--- config.mk ---
export PLATFORM = sky130hd
export DESIGN_NAME = ch376s_target
export DESIGN_NICKNAME = d
export VERILOG_FILES = /design/src/rtl/ch376s_target.sv
export SDC_FILE = /design/constraint.sdc
export NUM_CORES = 1
export LEC_CHECK = 0
export ABC_CLOCK_PERIOD_IN_PS = 2800
export BUFFER_PORTS_ARGS = -buffer_cell sky130_fd_sc_hd__buf_4
export CAP_MARGIN = 10
export CELL_PAD_IN_SITES_DETAIL_PLACEMENT = 1
export CELL_PAD_IN_SITES_GLOBAL_PLACEMENT = 2
export CORE_MARGIN = 2
export CORE_UTILIZATION = 38
export CTS_CLUSTER_SIZE = 24
export DETAILED_ROUTE_END_ITERATION = 8
export PLACE_DENSITY = 0.94
export SKIP_LAST_GASP = 1
export SYNTH_ARGS = -nofsm -noshare
export SYNTH_HDL_FRONTEND = slang
export SYNTH_SLANG_ARGS = --single-unit
--- constraint.sdc ---
create_clock -name clk -period 2.8 [get_ports clk]
set_input_delay 0.14 -clock clk [delete_from_list [all_inputs] [get_ports clk]]
set_output_delay 0.14 -clock clk [all_outputs]
set_load 0.02 [all_outputs]
--- src/rtl/ch376s_target.sv ---
// SPI mode-0 target with a data/status bus window, TX holding register and RX buffer.
// Define CH376S_TARGET_RX_FIFO_EN for an RX_DEPTH-entry RX FIFO; otherwise a single RX byte register.
module ch376s_target #(
    parameter logic [7:0] FILL     = 8'hFF,
    parameter int         RX_DEPTH = 4
) (
    input  logic       clk,
    input  logic       reset,
    input  logic       rd,
    input  logic       wr,
    input  logic       a0,
    input  logic [7:0] din,
    output logic [7:0] dout,
    input  logic       sck,
    input  logic       sdcs,
    input  logic       sdi,
    output logic       sdo
);

    if (RX_DEPTH < 2 || RX_DEPTH > 16 || (RX_DEPTH & (RX_DEPTH - 1)) != 0) begin : g_bad_rx_depth
        $error("RX_DEPTH must be a power of two in 2..16");
    end

    typedef enum logic [2:0] {
        LINK_SETTLE1,
        LINK_SETTLE2,
        LINK_WAIT_IDLE,
        LINK_IDLE,
        LINK_FRAME
    } link_t;

    link_t      state, state_next;
    logic [1:0] sck_sync, sdcs_sync, sdi_sync;
    logic       sck_q, sdcs_q;
    logic       sck_rise, sck_fall, sdcs_fall;
    logic       frame_start, frame_end, bit_rise, bit_fall, byte_done;
    logic [2:0] bit_cnt;
    logic [7:0] rx_sr, rx_byte, tx_sr, tx_load;
    logic       tx_reload;
    logic [7:0] hold;
    logic       hold_full;
    logic       ovr, ovr_set, rx_valid, pop;
    logic [7:0] rx_head;
    logic       data_rd, stat_rd, data_wr, ctrl_wr, flush, tx_clr;

    // NOTE: sequential state always uses non-blocking (<=) so every register samples pre-edge values.
    always_ff @(posedge clk) begin
        if (reset) begin
            sck_sync  <= 2'b00;
            sdcs_sync <= 2'b11;
            sdi_sync  <= 2'b00;
            sck_q     <= 1'b0;
            sdcs_q    <= 1'b1;
        end else begin
            sck_sync  <= {sck_sync[0], sck};
            sdcs_sync <= {sdcs_sync[0], sdcs};
            sdi_sync  <= {sdi_sync[0], sdi};
            sck_q     <= sck_sync[1];
            sdcs_q    <= sdcs_sync[1];
        end
    end

    assign sck_rise  = sck_sync[1] & ~sck_q;
    assign sck_fall  = ~sck_sync[1] & sck_q;
    assign sdcs_fall = ~sdcs_sync[1] & sdcs_q;

    always_ff @(posedge clk) begin
        if (reset) state <= LINK_SETTLE1;
        else       state <= state_next;
    end

    // After reset the synchroniser holds stale values for two cycles, and a frame already in
    // progress must not be joined, so chip select has to be seen high before a frame can start.
    // NOTE: every signal written here gets a default first, so no latch can be inferred.
    always_comb begin
        state_next  = state;
        frame_start = 1'b0;
        frame_end   = 1'b0;
        case (state)
            LINK_SETTLE1:   state_next = LINK_SETTLE2;
            LINK_SETTLE2:   state_next = LINK_WAIT_IDLE;
            LINK_WAIT_IDLE: if (sdcs_sync[1]) state_next = LINK_IDLE;
            LINK_IDLE: begin
                if (sdcs_fall) begin
                    state_next  = LINK_FRAME;
                    frame_start = 1'b1;
                end
            end
            LINK_FRAME: begin
                if (sdcs_sync[1]) begin
                    state_next = LINK_IDLE;
                    frame_end  = 1'b1;
                end
            end
            default:        state_next = LINK_WAIT_IDLE;
        endcase
    end

    assign bit_rise  = (state == LINK_FRAME) && !sdcs_sync[1] && sck_rise;
    assign bit_fall  = (state == LINK_FRAME) && !sdcs_sync[1] && sck_fall;
    assign byte_done = bit_rise && (bit_cnt == 3'd7);
    assign rx_byte   = {rx_sr[6:0], sdi_sync[1]};
    assign tx_reload = frame_start || (bit_fall && bit_cnt == 3'd0);
    assign tx_load   = hold_full ? hold : FILL;

    assign data_rd = rd & ~a0;
    assign stat_rd = rd & a0;
    assign data_wr = wr & ~a0;
    assign ctrl_wr = wr & a0;
    assign flush   = ctrl_wr & din[0];
    assign tx_clr  = ctrl_wr & din[1];

    always_ff @(posedge clk) begin
        if (reset) begin
            bit_cnt <= 3'd0;
            rx_sr   <= 8'h00;
            tx_sr   <= FILL;
            sdo     <= 1'b1;
        end else begin
            if (frame_start || frame_end) begin
                bit_cnt <= 3'd0;
                rx_sr   <= 8'h00;
            end else if (bit_rise) begin
                bit_cnt <= bit_cnt + 3'd1;
                rx_sr   <= rx_byte;
            end
            if (tx_reload) begin
                tx_sr <= tx_load;
                sdo   <= tx_load[7];
            end else if (bit_fall) begin
                tx_sr <= {tx_sr[6:0], 1'b0};
                sdo   <= tx_sr[6];
            end else if (state != LINK_FRAME || frame_end) begin
                sdo <= 1'b1;
            end
        end
    end

    // A bus write in the same cycle as a reload wins: the reload took the old byte.
    always_ff @(posedge clk) begin
        if (reset) begin
            hold      <= 8'h00;
            hold_full <= 1'b0;
        end else begin
            if (tx_reload || tx_clr) hold_full <= 1'b0;
            if (data_wr) begin
                hold      <= din;
                hold_full <= 1'b1;
            end
        end
    end

`ifdef CH376S_TARGET_RX_FIFO_EN
    localparam int PW = $clog2(RX_DEPTH);

    logic [7:0]  mem [RX_DEPTH];
    logic [PW-1:0] wr_ptr, rd_ptr;
    logic [PW:0] count;
    logic [7:0]  last;
    logic        fifo_full, push;

    assign fifo_full = (count == (PW + 1)'(RX_DEPTH));
    assign rx_valid  = (count != '0);
    assign pop       = data_rd && rx_valid;
    assign push      = byte_done && (!fifo_full || pop);
    assign ovr_set   = byte_done && fifo_full && !pop;
    assign rx_head   = rx_valid ? mem[rd_ptr] : last;

    // NOTE: storage is not reset; the pointers and count alone define which entries are valid.
    always_ff @(posedge clk) begin
        if (push) mem[wr_ptr] <= rx_byte;
    end

    always_ff @(posedge clk) begin
        if (reset) begin
            wr_ptr <= '0;
            rd_ptr <= '0;
            count  <= '0;
            last   <= 8'h00;
        end else if (flush) begin
            wr_ptr <= '0;
            rd_ptr <= '0;
            count  <= '0;
        end else begin
            if (push) wr_ptr <= wr_ptr + 1'b1;
            if (pop) begin
                rd_ptr <= rd_ptr + 1'b1;
                last   <= mem[rd_ptr];
            end
            case ({push, pop})
                2'b10:   count <= count + 1'b1;
                2'b01:   count <= count - 1'b1;
                default: count <= count;
            endcase
        end
    end
`else
    logic [7:0] rx_reg;
    logic       rx_full;

    assign rx_valid = rx_full;
    assign pop      = data_rd && rx_full;
    assign ovr_set  = byte_done && rx_full && !pop;
    assign rx_head  = rx_reg;

    always_ff @(posedge clk) begin
        if (reset) begin
            rx_reg  <= 8'h00;
            rx_full <= 1'b0;
        end else begin
            if (byte_done) rx_reg <= rx_byte;
            if (flush)          rx_full <= 1'b0;
            else if (byte_done) rx_full <= 1'b1;
            else if (pop)       rx_full <= 1'b0;
        end
    end
`endif

    // A new overrun outranks the clear-on-read so the event is never lost.
    always_ff @(posedge clk) begin
        if (reset)        ovr <= 1'b0;
        else if (flush)   ovr <= 1'b0;
        else if (ovr_set) ovr <= 1'b1;
        else if (stat_rd) ovr <= 1'b0;
    end

    always_comb begin
        dout = 8'h00;
        if (rd) begin
            if (a0) dout = {4'b0000, ~sdcs_sync[1], ovr, ~hold_full, rx_valid};
            else    dout = rx_head;
        end
    end

endmodule
==> results.json <==
{
  "outcome": "finished clean",
  "tritoncts": "done",
  "detailed_place_hpwl_mm": 3.08,
  "clk_root_buffer_cell": "clkbuf_8",
  "die_width_microns": 77.1,
  "dominantRegCellSynth": "dfxtp_1",
  "setup-tns-final_ns": 0,
  "coreArea_sq_mm": 0.00514,
  "worst_ir_drop_vdd_mv": 0.323,
  "initial_core_util_pct": 39.5,
  "pwr_density_cell_mw_per_mm2": 521,
  "maxCapViolCount": 0,
  "tightestPinTransition_ns": 0.619,
  "cts.path.max_buffers": 2,
  "dr_total_vias": 1557,
  "numPlacedInstances": 301,
  "synth_sequential_area_ratio_pct": 47.3,
  "final.setup.worst_slack_ns": 0.753,
  "number_of_clock_sinks": 48,
  "criticalPathCategory": "reg -> reg",
  "synth-seq-cells": 48,
  "final_common_cell": "dfxtp_1",
  "clk_pin_slew_worst_paths_ns": 0.08,
  "final_cells": 309,
  "timing.critical_path.from_type": "flop",
  "commonest_cells_after_routing_fill_and_taps_aside": "48 x dfxtp_1, 27 x nand2_1, 24 x buf_4",
  "die_area_sq_mm": 0.00595,
  "most_area_hungry_cell_type_in_the_yosys_netlist": "dfxtp_1",
  "cts_hold_buf": 0,
  "rsz0062_at_grt": "no",
  "synthArstFlopShare_pct": 0,
  "synth_largest_type_area_fraction_pct": 47.3,
  "io_buffer_count": 24,
  "final-setup-viol-count": 0,
  "whs_ns": 0.0282,
  "syn_to_final_growth_pct": 13.7,
  "globalRouteOverflowTotal": 0,
  "ctsResizeCount": 0,
  "synth.top_cells.by_area": "dfxtp_1 47%, mux2i_1 9.4%, nand2_1 5.0%",
  "setup.worst_path.end_class": "flop",
  "first_pass_grt_wire_length_mm": 7.57,
  "final_min_period_over_clock_period_pct": 73.1,
  "timing_hold_violations_final": 0,
  "io_pins": 25,
  "finalCriticalPeriod_ns": 2.05,
  "cts_made_buffers": 5,
  "clock_tree.htree_level_count": 2,
  "nets": 257,
  "synth_warnings": 0,
  "drc_errors": 0,
  "first_global_vias": 1621,
  "drtPass1Iterations": 4,
  "mappedNetlistNets": 241,
  "diodes": 0,
  "drt-initial-drc-count": 57,
  "worst_skew_pair_latency_ns": 0.29,
  "cts_setup_buffers": 0,
  "worst_ep_arrival_ns": 2.22,
  "initial_antenna_violation_count": 0,
  "grt_max_degree": 39,
  "syn_avg_cell_area_sq_um": 9.15,
  "die-height_microns": 77.1,
  "detail_route.vias_per_cell": 5.04,
  "fin_skew_ns": 0.00396,
  "place_ws_ns": 0.764,
  "fin_area_sq_mm": 0.00231,
  "finalWeightedCongestion": 0.748,
  "route.antenna.remaining_nets": 0,
  "final_wl_mm": 4.28,
  "dpl-instance-area_sq_mm": 0.00222,
  "post_route_cells_drive_above_1_share_pct": 15.9,
  "totalPowerFinal_mw": 1.20,
  "maxSlewViolCount": 0,
  "timing.critical_path.fanout_max": 12,
  "floorplan.rows": 26,
  "synth_edf_count": 0,
  "power.leakage_nw": 1.01,
  "netlist_instances": 222,
  "max_freq_mhz": 488,
  "min-delay-path-class": "in -> reg",
  "netlist-cell-type-count": 31,
  "fin_util_pct": 45.0,
  "relSlewSlack_pct": 58.6,
  "wl_cell_microns": 13.9,
  "global_route.usage.total_pct": 15.6,
  "synthesis.area_sq_mm": 0.00203,
  "critical_path_required_ns": 2.97
}
synthesized netlist by cell type, types with 3 or more instances:
library cell / n
nand2b_1: 11
o211a_1: 3
and2_1: 4
nand2_1: 27
buf_6: 3
ha_1: 3
a221o_1: 7
inv_1: 5
clkbuf_1: 12
o21ai_0: 15
or2_2: 4
a21oi_1: 12
nor2_1: 20
dfxtp_1: 48
nor2b_1: 12
mux2i_1: 19
cell type report:
| cell class | count | area, sq um |
|---|---|---|
| tap | 70 | 87.6 |
| multi-input combinational | 154 | 973 |
| sequential | 48 | 961 |
| inverter | 5 | 18.8 |
| clock buffer | 8 | 90.1 |
| fill | 637 | 2830 |
| timing repair buffer | 24 | 180 |
layer usage:
metal / vias to the layer above / part of all wire, % / wire length [microns] / GRT usage (%)
li1: 782 / - / - / -
met5: - / 0 / 0 / 0
met2: 23 / 50 / 2150 / 26.9
met4: 0 / 1.1 / 46 / 4.82
met3: 5 / 3.2 / 139 / 3.18
met1: 747 / 45 / 1950 / 19.5
cell families (layout without fill, tap and decap cells):
| logic type | Yosys count | after routing | share of synthesized area, % |
|---|---|---|---|
| AND/OR/NAND/NOR | 87 | 87 | 21.9 |
| XOR/XNOR | 1 | 1 | 0.431 |
| adder cells (fa/ha/maj) | 3 | 3 | 1.85 |
| AO/OA/AOI/OAI | 44 | 44 | 14.4 |
| flip-flops | 48 | 48 | 47.3 |
| multiplexers | 19 | 19 | 9.36 |
| buffers and inverters | 20 | 37 | 4.80 |
critical path, cell delays in order (launching register included):
cell     delay (ns)
dfxtp_1        0.39
or4b_4         0.58
or3b_1         0.63
mux2i_1        0.27
nor2_1         0.06
worst paths after layout:
check          startpoint      endpoint  slack (ns)  cells after the start
max          sdcs_sync[1]      rx_sr[6]        0.75                      4
min                  sdcs  sdcs_sync[0]        0.03                      2
max reg2reg  sdcs_sync[1]      rx_sr[6]        0.75                      4
min reg2reg  sdcs_sync[0]  sdcs_sync[1]        0.42                      1
where the power goes:
group	switching (mW)	leakage [nW]	total [mW]	internal (mW)
Clock	0.215	0.0455	0.417	0.202
Sequential	0.0109	0.390	0.709	0.698
Combinational	0.0419	0.572	0.0788	0.0368
flip-flops by register name, summed over array words and instances (netlist names), 2 cells and up:
register / cells
sdcs_sync: 2
rx_head: 8
state: 3
sck_sync: 2
bit_cnt: 3
rx_sr: 7
sdi_sync: 2
hold: 8
tx_sr: 7
(Power assumes the default switching activity.)
